**src/rtl/fetch_pc_ctrl_pkg.sv**
```systemverilog
// Shared types and constants for the fetch front end.
// Entry layout of the in-flight queue plus the PC step helper.
package fetch_pc_ctrl_pkg;

    localparam int N            = 32;
    localparam int ILEN         = 32;
    localparam int PQ_DEPTH_DEF = 4;

    typedef logic [N-1:0]    addr_t;
    typedef logic [ILEN-1:0] instr_t;

    localparam addr_t RESET_PC_DEF = '0;

    typedef struct packed {
        addr_t  pc;
        logic   pred_taken;
        addr_t  pred_target;
        instr_t instr;
    } fq_entry_t;

    // Sequential next PC, wraps modulo 2^N.
    function automatic addr_t pc_seq(addr_t pc);
        return pc + addr_t'(4);
    endfunction

endpackage

```
**src/rtl/fetch_pc_ctrl_if.sv**
```systemverilog
// Fetch front-end bus: bpu lookup, imem request/response,
// ID handshake and redirect. master = fetch_pc_ctrl side.
interface fetch_pc_ctrl_if;
    import fetch_pc_ctrl_pkg::*;

    addr_t  o_bp_pc;
    logic   i_bp_prediction;
    addr_t  i_bp_target;
    logic   o_imem_req;
    addr_t  o_imem_addr;
    logic   i_imem_gnt;
    logic   i_imem_rvalid;
    instr_t i_imem_rdata;
    logic   o_if_valid;
    addr_t  o_if_pc;
    instr_t o_if_instr;
    logic   o_if_pred_taken;
    addr_t  o_if_pred_target;
    logic   i_if_ready;
    logic   i_redirect;
    addr_t  i_redirect_pc;

    modport master (
        output o_bp_pc, o_imem_req, o_imem_addr,
        output o_if_valid, o_if_pc, o_if_instr,
        output o_if_pred_taken, o_if_pred_target,
        input  i_bp_prediction, i_bp_target,
        input  i_imem_gnt, i_imem_rvalid, i_imem_rdata,
        input  i_if_ready, i_redirect, i_redirect_pc
    );

    modport slave (
        input  o_bp_pc, o_imem_req, o_imem_addr,
        input  o_if_valid, o_if_pc, o_if_instr,
        input  o_if_pred_taken, o_if_pred_target,
        output i_bp_prediction, i_bp_target,
        output i_imem_gnt, i_imem_rvalid, i_imem_rdata,
        output i_if_ready, i_redirect, i_redirect_pc
    );

endinterface

```
**src/rtl/fetch_pc_ctrl_fetch_queue.sv**
```systemverilog
// Circular in-flight buffer: entries allocated at issue, filled
// in order by memory responses, popped in order towards ID.
module fetch_pc_ctrl_fetch_queue
    import fetch_pc_ctrl_pkg::*;
#(
    parameter  int DEPTH = 4,
    localparam int PW    = $clog2(DEPTH),
    localparam int CW    = $clog2(DEPTH + 1)
) (
    input  logic          clk,
    input  logic          rst_n,
    input  logic          flush_i,
    input  logic          alloc_i,
    input  addr_t         alloc_pc_i,
    input  logic          alloc_pred_i,
    input  addr_t         alloc_tgt_i,
    input  logic          fill_i,
    input  instr_t        fill_instr_i,
    input  logic          pop_i,
    output logic          head_valid_o,
    output fq_entry_t     head_o,
    output logic [CW-1:0] count_o,
    output logic [CW-1:0] pending_o
);

    fq_entry_t        ent_q [DEPTH];
    fq_entry_t        ent_d [DEPTH];
    logic [DEPTH-1:0] vld_q, vld_d;
    logic [PW-1:0]    aptr_q, aptr_d;
    logic [PW-1:0]    fptr_q, fptr_d;
    logic [PW-1:0]    hptr_q, hptr_d;
    logic [CW-1:0]    count_q, count_d;
    logic [CW-1:0]    filled_q, filled_d;

    // Next state: flush wins; otherwise alloc, fill and pop together.
    always_comb begin
        ent_d    = ent_q;
        vld_d    = vld_q;
        aptr_d   = aptr_q;
        fptr_d   = fptr_q;
        hptr_d   = hptr_q;
        count_d  = count_q;
        filled_d = filled_q;
        if (flush_i) begin
            vld_d    = '0;
            aptr_d   = '0;
            fptr_d   = '0;
            hptr_d   = '0;
            count_d  = '0;
            filled_d = '0;
        end else begin
            if (alloc_i) begin
                ent_d[aptr_q] = '{pc:          alloc_pc_i,
                                  pred_taken:  alloc_pred_i,
                                  pred_target: alloc_tgt_i,
                                  instr:       '0};
                vld_d[aptr_q] = 1'b0;
                aptr_d        = aptr_q + PW'(1);
            end
            if (fill_i) begin
                ent_d[fptr_q].instr = fill_instr_i;
                vld_d[fptr_q]       = 1'b1;
                fptr_d              = fptr_q + PW'(1);
            end
            if (pop_i) begin
                vld_d[hptr_q] = 1'b0;
                hptr_d        = hptr_q + PW'(1);
            end
            count_d  = count_q + CW'(alloc_i) - CW'(pop_i);
            filled_d = filled_q + CW'(fill_i) - CW'(pop_i);
        end
    end

    // Queue state registers, cleared asynchronously.
    always_ff @(posedge clk or negedge rst_n) begin
        if (!rst_n) begin
            for (int i = 0; i < DEPTH; i++) ent_q[i] <= '0;
            vld_q    <= '0;
            aptr_q   <= '0;
            fptr_q   <= '0;
            hptr_q   <= '0;
            count_q  <= '0;
            filled_q <= '0;
        end else begin
            for (int i = 0; i < DEPTH; i++) ent_q[i] <= ent_d[i];
            vld_q    <= vld_d;
            aptr_q   <= aptr_d;
            fptr_q   <= fptr_d;
            hptr_q   <= hptr_d;
            count_q  <= count_d;
            filled_q <= filled_d;
        end
    end

    assign head_valid_o = vld_q[hptr_q];
    assign head_o       = ent_q[hptr_q];
    assign count_o      = count_q;
    assign pending_o    = count_q - filled_q;

endmodule

```
**src/rtl/fetch_pc_ctrl.sv**
```systemverilog
// Fetch PC control: next-PC selection, in-order imem issue,
// stale-response dropping on redirect, hand-off to ID.
module fetch_pc_ctrl
    import fetch_pc_ctrl_pkg::*;
#(
    parameter addr_t RESET_PC = RESET_PC_DEF,
    parameter int    PQ_DEPTH = PQ_DEPTH_DEF
) (
    input  logic            clk,
    input  logic            rst_n,
    fetch_pc_ctrl_if.master bus
);

    localparam int CW = $clog2(PQ_DEPTH + 1);

    addr_t         pc_q, pc_d;
    logic [CW-1:0] drop_q, drop_d;
    logic [CW-1:0] count;
    logic [CW-1:0] pending;
    logic [CW:0]   inflight;
    logic [CW:0]   owed;
    logic          req;
    logic          alloc;
    logic          drop_hit;
    logic          fill;
    logic          pop;
    logic          head_valid;
    fq_entry_t     head;

    // Slots in use: live entries plus responses still to be thrown away.
    assign inflight = {1'b0, count} + {1'b0, drop_q};
    assign owed     = {1'b0, pending} + {1'b0, drop_q};

    assign req = rst_n && !bus.i_redirect
              && (inflight < (CW+1)'(PQ_DEPTH));

    assign alloc    = req && bus.i_imem_gnt;
    assign drop_hit = bus.i_imem_rvalid && (drop_q != '0);
    assign fill     = bus.i_imem_rvalid && !drop_hit
                   && !bus.i_redirect;
    assign pop      = head_valid && bus.i_if_ready
                   && !bus.i_redirect;

    // Next fetch PC: redirect, else prediction on issue, else hold.
    always_comb begin
        pc_d = pc_q;
        if (bus.i_redirect) begin
            pc_d = bus.i_redirect_pc;
        end else if (alloc) begin
            pc_d = bus.i_bp_prediction ? bus.i_bp_target
                                       : pc_seq(pc_q);
        end
    end

    // Drop counter: reload with all owed responses on redirect.
    always_comb begin
        drop_d = drop_q;
        if (bus.i_redirect) begin
            if (bus.i_imem_rvalid && (owed != '0)) begin
                drop_d = CW'(owed - (CW+1)'(1));
            end else begin
                drop_d = CW'(owed);
            end
        end else if (drop_hit) begin
            drop_d = drop_q - CW'(1);
        end
    end

    // PC and drop counter registers.
    always_ff @(posedge clk or negedge rst_n) begin
        if (!rst_n) begin
            pc_q   <= RESET_PC;
            drop_q <= '0;
        end else begin
            pc_q   <= pc_d;
            drop_q <= drop_d;
        end
    end

    fetch_pc_ctrl_fetch_queue #(
        .DEPTH (PQ_DEPTH)
    ) u_fetch_queue (
        .clk          (clk),
        .rst_n        (rst_n),
        .flush_i      (bus.i_redirect),
        .alloc_i      (alloc),
        .alloc_pc_i   (pc_q),
        .alloc_pred_i (bus.i_bp_prediction),
        .alloc_tgt_i  (bus.i_bp_target),
        .fill_i       (fill),
        .fill_instr_i (bus.i_imem_rdata),
        .pop_i        (pop),
        .head_valid_o (head_valid),
        .head_o       (head),
        .count_o      (count),
        .pending_o    (pending)
    );

    assign bus.o_bp_pc          = pc_q;
    assign bus.o_imem_req       = req;
    assign bus.o_imem_addr      = pc_q;
    assign bus.o_if_valid       = head_valid;
    assign bus.o_if_pc          = head.pc;
    assign bus.o_if_instr       = head.instr;
    assign bus.o_if_pred_taken  = head.pred_taken;
    assign bus.o_if_pred_target = head.pred_target;

endmodule
```
**src/flat_wrapper.sv**
```systemverilog
// flat-port wrapper written by rule: the top's interface ports become plain ports
module fetch_pc_ctrl_flat import fetch_pc_ctrl_pkg::*;
#(
    parameter addr_t RESET_PC = RESET_PC_DEF,
    parameter int    PQ_DEPTH = PQ_DEPTH_DEF
)
  (clk, rst_n, bus_o_bp_pc, bus_o_imem_req, bus_o_imem_addr, bus_o_if_valid, bus_o_if_pc, bus_o_if_instr, bus_o_if_pred_taken, bus_o_if_pred_target, bus_i_bp_prediction, bus_i_bp_target, bus_i_imem_gnt, bus_i_imem_rvalid, bus_i_imem_rdata, bus_i_if_ready, bus_i_redirect, bus_i_redirect_pc);
  fetch_pc_ctrl_if bus_i ();
  input  logic clk;
  input  logic rst_n;
  output wire logic [$bits(bus_i.o_bp_pc)-1:0] bus_o_bp_pc;
  output wire logic [$bits(bus_i.o_imem_req)-1:0] bus_o_imem_req;
  output wire logic [$bits(bus_i.o_imem_addr)-1:0] bus_o_imem_addr;
  output wire logic [$bits(bus_i.o_if_valid)-1:0] bus_o_if_valid;
  output wire logic [$bits(bus_i.o_if_pc)-1:0] bus_o_if_pc;
  output wire logic [$bits(bus_i.o_if_instr)-1:0] bus_o_if_instr;
  output wire logic [$bits(bus_i.o_if_pred_taken)-1:0] bus_o_if_pred_taken;
  output wire logic [$bits(bus_i.o_if_pred_target)-1:0] bus_o_if_pred_target;
  input wire logic [$bits(bus_i.i_bp_prediction)-1:0] bus_i_bp_prediction;
  input wire logic [$bits(bus_i.i_bp_target)-1:0] bus_i_bp_target;
  input wire logic [$bits(bus_i.i_imem_gnt)-1:0] bus_i_imem_gnt;
  input wire logic [$bits(bus_i.i_imem_rvalid)-1:0] bus_i_imem_rvalid;
  input wire logic [$bits(bus_i.i_imem_rdata)-1:0] bus_i_imem_rdata;
  input wire logic [$bits(bus_i.i_if_ready)-1:0] bus_i_if_ready;
  input wire logic [$bits(bus_i.i_redirect)-1:0] bus_i_redirect;
  input wire logic [$bits(bus_i.i_redirect_pc)-1:0] bus_i_redirect_pc;
  assign bus_o_bp_pc = bus_i.o_bp_pc;
  assign bus_o_imem_req = bus_i.o_imem_req;
  assign bus_o_imem_addr = bus_i.o_imem_addr;
  assign bus_o_if_valid = bus_i.o_if_valid;
  assign bus_o_if_pc = bus_i.o_if_pc;
  assign bus_o_if_instr = bus_i.o_if_instr;
  assign bus_o_if_pred_taken = bus_i.o_if_pred_taken;
  assign bus_o_if_pred_target = bus_i.o_if_pred_target;
  assign bus_i.i_bp_prediction = bus_i_bp_prediction;
  assign bus_i.i_bp_target = bus_i_bp_target;
  assign bus_i.i_imem_gnt = bus_i_imem_gnt;
  assign bus_i.i_imem_rvalid = bus_i_imem_rvalid;
  assign bus_i.i_imem_rdata = bus_i_imem_rdata;
  assign bus_i.i_if_ready = bus_i_if_ready;
  assign bus_i.i_redirect = bus_i_redirect;
  assign bus_i.i_redirect_pc = bus_i_redirect_pc;
  fetch_pc_ctrl #(.RESET_PC(RESET_PC), .PQ_DEPTH(PQ_DEPTH)) u_core (.clk(clk), .rst_n(rst_n), .bus(bus_i));
endmodule
```
**config.mk**
```make
export PLATFORM = sky130hd
export DESIGN_NAME = fetch_pc_ctrl_flat
export DESIGN_NICKNAME = d
export VERILOG_FILES = /design/src/rtl/fetch_pc_ctrl_pkg.sv /design/src/rtl/fetch_pc_ctrl_if.sv /design/src/rtl/fetch_pc_ctrl_fetch_queue.sv /design/src/rtl/fetch_pc_ctrl.sv /design/src/flat_wrapper.sv
export SDC_FILE = /design/constraint.sdc
export NUM_CORES = 1
export LEC_CHECK = 0
export BUFFER_PORTS_ARGS = -buffer_cell sky130_fd_sc_hd__clkbuf_2
export CAP_MARGIN = 0
export CORE_ASPECT_RATIO = 1.2
export CORE_MARGIN = 2
export CORE_UTILIZATION = 55
export CTS_CLUSTER_DIAMETER = 30
export DETAILED_ROUTE_END_ITERATION = 10
export GPL_TIMING_DRIVEN = 0
export PLACE_DENSITY = 0.75
export SKIP_CTS_REPAIR_TIMING = 1
export SYNTH_ARGS = -nofsm -noshare
export SYNTH_HDL_FRONTEND = slang
export SYNTH_SLANG_ARGS = --single-unit
```
**constraint.sdc**
```tcl
create_clock -name clk -period 3.4 [get_ports clk]
set_input_delay 0.51 -clock clk [delete_from_list [all_inputs] [get_ports clk]]
set_output_delay 0.51 -clock clk [all_outputs]
set_load 0.005 [all_outputs]
```
==> results.yml, run 1 <==
grt:
  gr-total-overflow: 0
  groute.usage.overall_pct: 31.9
  grt_pass1_vias: 16400
  grt_max_degree: 121
  antenna_found_initial: 8
  grt_pass1_wl_um: 94900
cells_and_area:
  stdcell_count: 2645
  nets: 2233
  fin_area_um2: 25900
  final_core_util_pct: 68.8
  area_growth_pct: 24.3
  drive_above_1_share_pct: 39.3
  n_antenna_cell: 0
pwr:
  combPwrFrac_pct: 19.5
  p_clk_share_pct: 44.8
  p_leak_nw: 12.3
  ir_drop_mv: 0.542
  seqPwrFrac_pct: 35.8
  power.internal_w: 0.0139
  p_sw_w: 0.00521
  sw_frac_of_total_pct: 27.2
  pwr_density_cell_nw_per_um2: 740
synth:
  yosys-top-cells-area: "dfrtp_1 53%, mux2_2 12%, mux4_2 11%"
  yosysMostFrequentCell: "dfrtp_1"
  ys.flop_type: "dfrtp_1"
  netlist_area_um2: 20800
  syn_area_per_cell_um2: 11.9
  yosysWarnings: 0
  synth_edf_count: 0
  synth_seq_cells: 439
  syn_nets: 1878
  yosysSeqAreaShare_pct: 52.8
  synth_commonest_cells: "439 x dfrtp_1, 333 x nand2_1, 223 x mux2_2"
  ys_types: 57
  synth_top_area_share_pct: 52.8
  synth_top_area_cell: "dfrtp_1"
  async_flop_share_pct: 100
  syn_inst: 1745
flow_run:
  cap_viol_max_count: 0
critical_path:
  reg2reg_setup_slack_ns: 0.38
  cpMostUsedCell: "clkbuf_4"
  reg2reg_depth: 13
  r2r-start: "u_core.u_fetch_queue.count_o[1]$_DFF_PN0_"
  worstPathArrival_ns: 2.75
  critPathRequiredTime_ns: 2.89
  cp_cell_sequence: "buf_2 > clkbuf_4 > clkbuf_4 > mux4_2 > clkbuf_2"
  critPathCaptureType: "output pin"
  slowest_stage: "mux4_2"
  cp.depth: 5
  slowest_delay_ns: 0.58
  r2r-end: "u_core.u_fetch_queue.count_o[2]$_DFF_PN0_"
  cp-startpoint: "u_core.u_fetch_queue.hptr_q[0]$_DFFE_PN0P_"
  startpoint_type: "register"
  path_class: "register to output pin"
  crit_family: "buffers and inverters"
  path_buf_inv: 4
  critical_path.max_fanout: 10
die:
  die_h_um: 217
  fp-row-count: 78
  core_area_um2: 37600
  die-area_um2: 39400
  start_util_pct: 55.4
  ios: 266
  die_w_um: 182
timing:
  clock_skew_ns: 0.0272
  worst_slew_pin_slew_ns: 0.743
  period_needed_ns: 3.26
  rsz0062_at_grt: "no"
  hold_violations: 29
  slew_violations: 0
  fmax_mhz: 307
  finalSetupViolations: 0
  whs_ns: -0.0237
  relSlewSlack_pct: 50.3
  fin_crit_sh_pct: 95.9
placed_design:
  placed_area_um2: 22800
  dp.cells: 2491
  io_buffers: 263
  gp_congestion: 0.955
  hpwl_um: 42300
clock_network:
  cts_max_level: 3
  clockRootBuffer: "clkbuf_16"
  clockBufferDepth: 3
  cts_tree: "yes"
  clock_latency_ns: 0.61
  numCtsBuffers: 85
  path_clk_slew_ns: 0.05
  cts_sinks: 439
detailed_routing:
  drcViolationCount: 0
  ant_nets: 0
  wire_per_inst_um: 23.7
  drtIter0Drc: 1548
  vias: 16000
  wirelength_um: 62600
  dr.pass1.iters: 6
  routed_via_density: 6.05
hold_path:
  hold_class: "primary input to async pin"
outcome:
  outcome: "finished with violations"
  violations: "negative hold slack"
## area by class of cell
cell class              instances  area [µm²]
plain buffers                 165         846
flip-flops and latches        439       11000
clock buffers                 108        2420
repair buffers                268        1470
well taps                     480         601
multi-input cells            1106        8860
clock inverters                44         562
fillers                      2633       11700
inverters                      35         131
## cells in the final DEF, fill, tap and decap left out, drive strengths merged, types with 4 or more instances in the layout
master,instances
dfrtp,439
clkbuf,435
nand2,337
mux2,223
o21ai,196
buf,106
mux4,98
inv,38
a21oi,35
nor2,30
ha,26
clkinv,23
nand3,19
mux2i,14
bufinv,10
xnor2,9
o22ai,9
nand4,9
and2,8
a211oi,8
and3,8
clkinvlp,8
a31oi,7
o22a,7
and4,6
nor3,5
nand2b,4
a221oi,4
fa,4
## power by group through the flow
stage	clock [W]	sequential (W)	combinational, W
floorplan	0	0.00662	0.00223
global placement	0	0.00680	0.00355
detailed placement	0	0.00686	0.00369
CTS	0.00864	0.00682	0.00373
global route	0.00889	0.00693	0.00406
finish	0.00857	0.00684	0.00373
## metrics by stage
step	power (W)	setup slack (ns)	TNS, ns	hold WS [ns]
after floorplan	0.00885	0.745	0	0.214
after global placement	0.0104	-7.71	-6302.09	0.457
after detailed placement	0.0105	-0.579	-9.24	0.468
after CTS	0.0192	-0.332	-10.05	0.0184
after global routing	0.0199	0.0305	0	0.00464
final	0.0191	0.139	0	-0.0237
## worst register-to-register path, delay by kind of cell (launching register included)
family	cells	cell delay (ns)
buf+inv	5	0.75
xor+xnor	1	0.18
fa+ha+maj	4	1.10
flops	1	0.45
simple gates	3	0.40
## cell families after synthesis
kind of cell               after synthesis  synth area share, %
DFF                                    439                 52.8
and+or+nand+nor                        434                 8.77
muxes                                  335                 23.3
AOI/OAI and AO/OA                      295                 8.01
buffers and inverters                  200                 4.64
adders and majority gates               30                 1.95
xor gates and xnor gates                12                0.505
## routing by layer
metal / share of wire [%] / wire, µm / vias up / track usage (%)
li1: - / - / 6901 / -
met1: 37 / 23500 / 8178 / 39.3
met2: 50 / 31200 / 765 / 52.9
met3: 8.8 / 5490 / 139 / 8.32
met4: 3.9 / 2440 / 14 / 14.9
met5: 0.15 / 93 / - / 0
## worst max path at each step
stage / slack, ns / end
2_1_floorplan: 0.74 / u_core.drop_q[1]$_DFFE_PN0P_
3_3_place_gp: -7.71 / async pin
3_5_place_dp: -0.58 / u_core.u_fetch_queue.count_o[2]$_DFF_PN0_
4_1_cts: -0.33 / bus_o_if_pc[10]
5_1_grt: 0.03 / bus_o_if_pc[19]
6_report: 0.14 / bus_o_if_pc[19]
Power figures use the tool's default switching activity.
==> run 2, diff against run 1 <==
Clock period 3.4 ns to 3.7 ns, I/O delays scaled along.
==> results.yml, run 2 (synthesis results as in run 1) <==
placed_design:
  placed_area_um2: 22800
  hpwl_um: 42300
  io_buffers: 263
  gp_congestion: 0.955
die:
  die-area_um2: 39400
  core_area_um2: 37600
  fp-row-count: 78
  ios: 266
  start_util_pct: 55.4
  die_h_um: 217
  die_w_um: 182
clock_network:
  clockBufferDepth: 3
  cts_tree: "yes"
  path_clk_slew_ns: 0.05
  cts_sinks: 439
  cts_max_level: 3
  clock_latency_ns: 0.61
  clockRootBuffer: "clkbuf_16"
  numCtsBuffers: 85
grt:
  groute.usage.overall_pct: 31.9
  grt_pass1_wl_um: 94900
  grt_max_degree: 121
  antenna_found_initial: 8
  gr-total-overflow: 0
  grt_pass1_vias: 16400
critical_path:
  critical_path.max_fanout: 10
  r2r-start: "u_core.u_fetch_queue.count_o[1]$_DFF_PN0_"
  path_class: "register to output pin"
  worstPathArrival_ns: 2.93
  cp-startpoint: "u_core.u_fetch_queue.hptr_q[0]$_DFFE_PN0P_"
  critPathRequiredTime_ns: 3.14
  critPathCaptureType: "output pin"
  startpoint_type: "register"
hold_path:
  hold_class: "primary input to async pin"
detailed_routing:
  routed_via_density: 6.06
  dr.pass1.iters: 5
  wirelength_um: 62000
  vias: 16000
  drtIter0Drc: 1493
  wire_per_inst_um: 23.5
  drcViolationCount: 0
  ant_nets: 0
timing:
  period_needed_ns: 3.49
  fmax_mhz: 287
  finalSetupViolations: 0
  slew_violations: 0
  relSlewSlack_pct: 36.9
  clock_skew_ns: 0.0273
  rsz0062_at_grt: "no"
  hold_violations: 0
  worst_slew_pin_slew_ns: 0.947
  fin_crit_sh_pct: 94.3
cells_and_area:
  fill_cells: 2640
  nets: 2230
  mostFrequentLayoutCell: "dfrtp_1"
  fin_area_um2: 25800
  drive_above_1_share_pct: 39.1
  final_core_util_pct: 68.7
  final_cell_mix: "439 x dfrtp_1, 333 x nand2_1, 264 x clkbuf_2"
  n_antenna_cell: 0
  area_growth_pct: 24.0
pwr:
  pwr_density_cell_nw_per_um2: 681
  ir_drop_mv: 0.500
  p_leak_nw: 12.2
outcome:
  outcome: "finished, final reports clean"
flow_run:
  cap_viol_max_count: 0
-- run 2: changes by cell type in the layout (fill, tap and decap cells not counted), sizes merged --
| cell | delta |
|---|---|
| clkbuf | -7 |
| buf | +4 |
-- run 2: report_power, final --
| group | leakage, nW | switching, W | total (W) | internal [W] |
|---|---|---|---|---|
| Combinational | 4.89 | 0.00161 | 0.00341 | 0.00180 |
| Sequential | 5.88 | 0.000605 | 0.00629 | 0.00568 |
| Clock | 1.45 | 0.00256 | 0.00787 | 0.00531 |
| Total | 12.2 | 0.00478 | 0.0176 | 0.0128 |
-- run 2: per-stage QoR --
stage | std cells | setup WS (ns) | setup TNS, ns | hold slack [ns] | total power, W
final | 2642 | 0.212 | 0 | 0.00180 | 0.0176
after global routing | 2642 | 0.0577 | 0 | 0.0558 | 0.0183
after CTS | 2643 | -0.0772 | -0.403 | 0.0634 | 0.0176
after detailed placement | 2491 | -0.324 | -0.569 | 0.468 | 0.00969
after global placement | 2488 | -7.45 | -6080.54 | 0.457 | 0.00951
after floorplan | 1745 | 1.03 | 0 | 0.259 | 0.00814
-- run 2: worst paths after layout --
kind	endpoint	slack [ns]	depth (start not counted)
worst max-delay path	bus_o_if_pc[19]	0.21	5
worst min-delay path	async pin	0.002	1
worst min register to register	register	0.48	2
worst max register to register	u_core.u_fetch_queue.count_o[2]$_DFF_PN0_	0.68	13
min in group clk	u_core.bus.o_bp_pc[5]$_DFFE_PN0P_	0.20	3
max in group asynchronous	async pin	2.61	2
-- run 2: layout make-up --
class | count | area [µm²] | share of cell area, %
Clock inverter | 44 | 562 | 2.18
Clock buffer | 108 | 2420 | 9.37
Inverter | 35 | 131 | 0.509
Buffer | 164 | 832 | 3.23
Multi-Input combinational cell | 1106 | 8860 | 34.3
Timing Repair Buffer | 266 | 1410 | 5.46
Sequential cell | 439 | 11000 | 42.6
Tap cell | 480 | 601 | 2.33
-- run 2: metal layers --
metal / GRT usage [%] / vias to the layer above / part of all wire (%)
li1: - / 6895 / -
met2: 52.9 / 837 / 49
met4: 14.9 / 14 / 4.2
met5: 0 / - / 0.15
met3: 8.32 / 158 / 8.9
met1: 39.3 / 8095 / 37
-- run 2: critical path, stage by stage, from the launching register on --
cell	delay (ns)
dfrtp_1	0.36
buf_2	0.33
buf_2	0.44
buf_2	0.46
mux4_2	0.60
clkbuf_2	0.13
==> run 3, diff against run 2 <==
==> constraint.sdc (replaced) <==
create_clock -name clk -period 3.7 [get_ports clk]
set_input_delay 0.37 -clock clk [delete_from_list [all_inputs] [get_ports clk]]
set_output_delay 0.37 -clock clk [all_outputs]
set_load 0.005 [all_outputs]
==> results.yml, run 3 (synthesis results as in run 1) <==
outcome:
  outcome: "finished, final reports clean"
timing:
  period_needed_ns: 3.59
  worst_slew_pin_slew_ns: 0.944
  fin_crit_sh_pct: 97.0
  rsz0062_at_grt: "no"
  fmax_mhz: 279
  relSlewSlack_pct: 37.0
  slew_violations: 0
  finalSetupViolations: 0
  setup_slack_ns: 0.110
  clock_skew_ns: 0.0268
  hold_violations: 0
cells_and_area:
  mostFrequentLayoutCell: "dfrtp_1"
  final_cell_mix: "439 x dfrtp_1, 333 x nand2_1, 262 x clkbuf_2"
  drive_above_1_share_pct: 39.0
  area_growth_pct: 24.1
  n_antenna_cell: 0
  nets: 2233
placed_design:
  hpwl_um: 42300
  io_buffers: 263
  post-place-ws_ns: -0.139
  gp_congestion: 0.955
hold_path:
  hold_class: "primary input to register"
grt:
  gr-total-overflow: 0
  grt_pass1_wl_um: 94900
  groute.usage.overall_pct: 31.9
  antenna_found_initial: 8
  grt_max_degree: 121
  grt_pass1_vias: 16400
detailed_routing:
  dr.pass1.iters: 6
  ant_nets: 0
  vias: 16000
  drcViolationCount: 0
  drtIter0Drc: 1504
  wirelength_um: 62300
  wire_per_inst_um: 23.5
  routed_via_density: 6.04
critical_path:
  worstPathArrival_ns: 3.22
  path_class: "register to output pin"
  critPathCaptureType: "output pin"
  critPathRequiredTime_ns: 3.33
  critical_path.max_fanout: 10
  startpoint_type: "register"
clock_network:
  clockBufferDepth: 3
  clock_latency_ns: 0.61
  cts_sinks: 439
  cts_max_level: 3
  path_clk_slew_ns: 0.05
  numCtsBuffers: 85
  cts_tree: "yes"
  clockRootBuffer: "clkbuf_16"
die:
  die_w_um: 182
  start_util_pct: 55.4
  fp-row-count: 78
  core_area_um2: 37600
  die-area_um2: 39400
  ios: 266
  die_h_um: 217
pwr:
  ir_drop_mv: 0.499
  p_leak_nw: 12.2
  pwr_density_cell_nw_per_um2: 680
  total_power_w: 0.0176
flow_run:
  cap_viol_max_count: 0
[run 3: area by class of cell]
class / instances / area, µm²
Buffer: 165 / 833
Clock buffer: 108 / 2420
Clock inverter: 44 / 562
Fill cell: 2639 / 11700
Inverter: 35 / 131
Multi-Input combinational cell: 1106 / 8860
Sequential cell: 439 / 11000
Tap cell: 480 / 601
Timing Repair Buffer: 268 / 1450
[run 3: per-layer routing]
metal / wire [µm] / vias to the layer above / track usage, % / part of all wire [%]
li1: - / 6904 / - / -
met1: 23300 / 8128 / 39.3 / 37
met2: 30900 / 786 / 52.9 / 50
met3: 5460 / 136 / 8.32 / 8.8
met4: 2480 / 14 / 14.9 / 4.0
met5: 93 / - / 0 / 0.15
[run 3: path summary, 6_finish.rpt]
path,from,endpoint,slack (ns),cells after the start
worst min register to register,register,register,0.48,2
min in group asynchronous,rst_n,async pin,0.49,3
worst max-delay path,u_core.u_fetch_queue.hptr_q[1]$_DFFE_PN0P_,bus_o_if_pc[4],0.11,5
worst min-delay path,bus_i_redirect_pc[5],u_core.bus.o_bp_pc[5]$_DFFE_PN0P_,0.01,3
max in group asynchronous,rst_n,async pin,2.68,3
worst max register to register,u_core.u_fetch_queue.count_o[1]$_DFF_PN0_,u_core.u_fetch_queue.count_o[2]$_DFF_PN0_,0.67,13
[run 3: report_power, final]
part | internal [W] | switching [W] | leakage [nW]
Clock | 0.00531 | 0.00256 | 1.45
Combinational | 0.00181 | 0.00161 | 4.90
Sequential | 0.00568 | 0.000606 | 5.88
[run 3: worst max-delay path, cell delays in order, from the launching register on]
cell	delay (ns)
dfrtp_1	0.36
buf_2	0.33
clkbuf_1	0.66
buf_1	0.66
mux4_2	0.46
clkbuf_2	0.14
[run 3: metrics by stage]
step / TNS [ns] / utilization (%) / hold slack [ns] / std cells / instance area (µm²)
floorplan: 0 / - / 0.0744 / 1745 / 20800
global placement: -5919.59 / 60.5 / 0.457 / 2488 / 22700
detailed placement: -0.199 / 60.7 / 0.468 / 2491 / 22800
CTS: 0 / 68.7 / -0.122 / 2643 / 25800
global route: 0 / 68.8 / 0.0188 / 2645 / 25800
finish: 0 / 68.8 / 0.0115 / 2645 / 25800
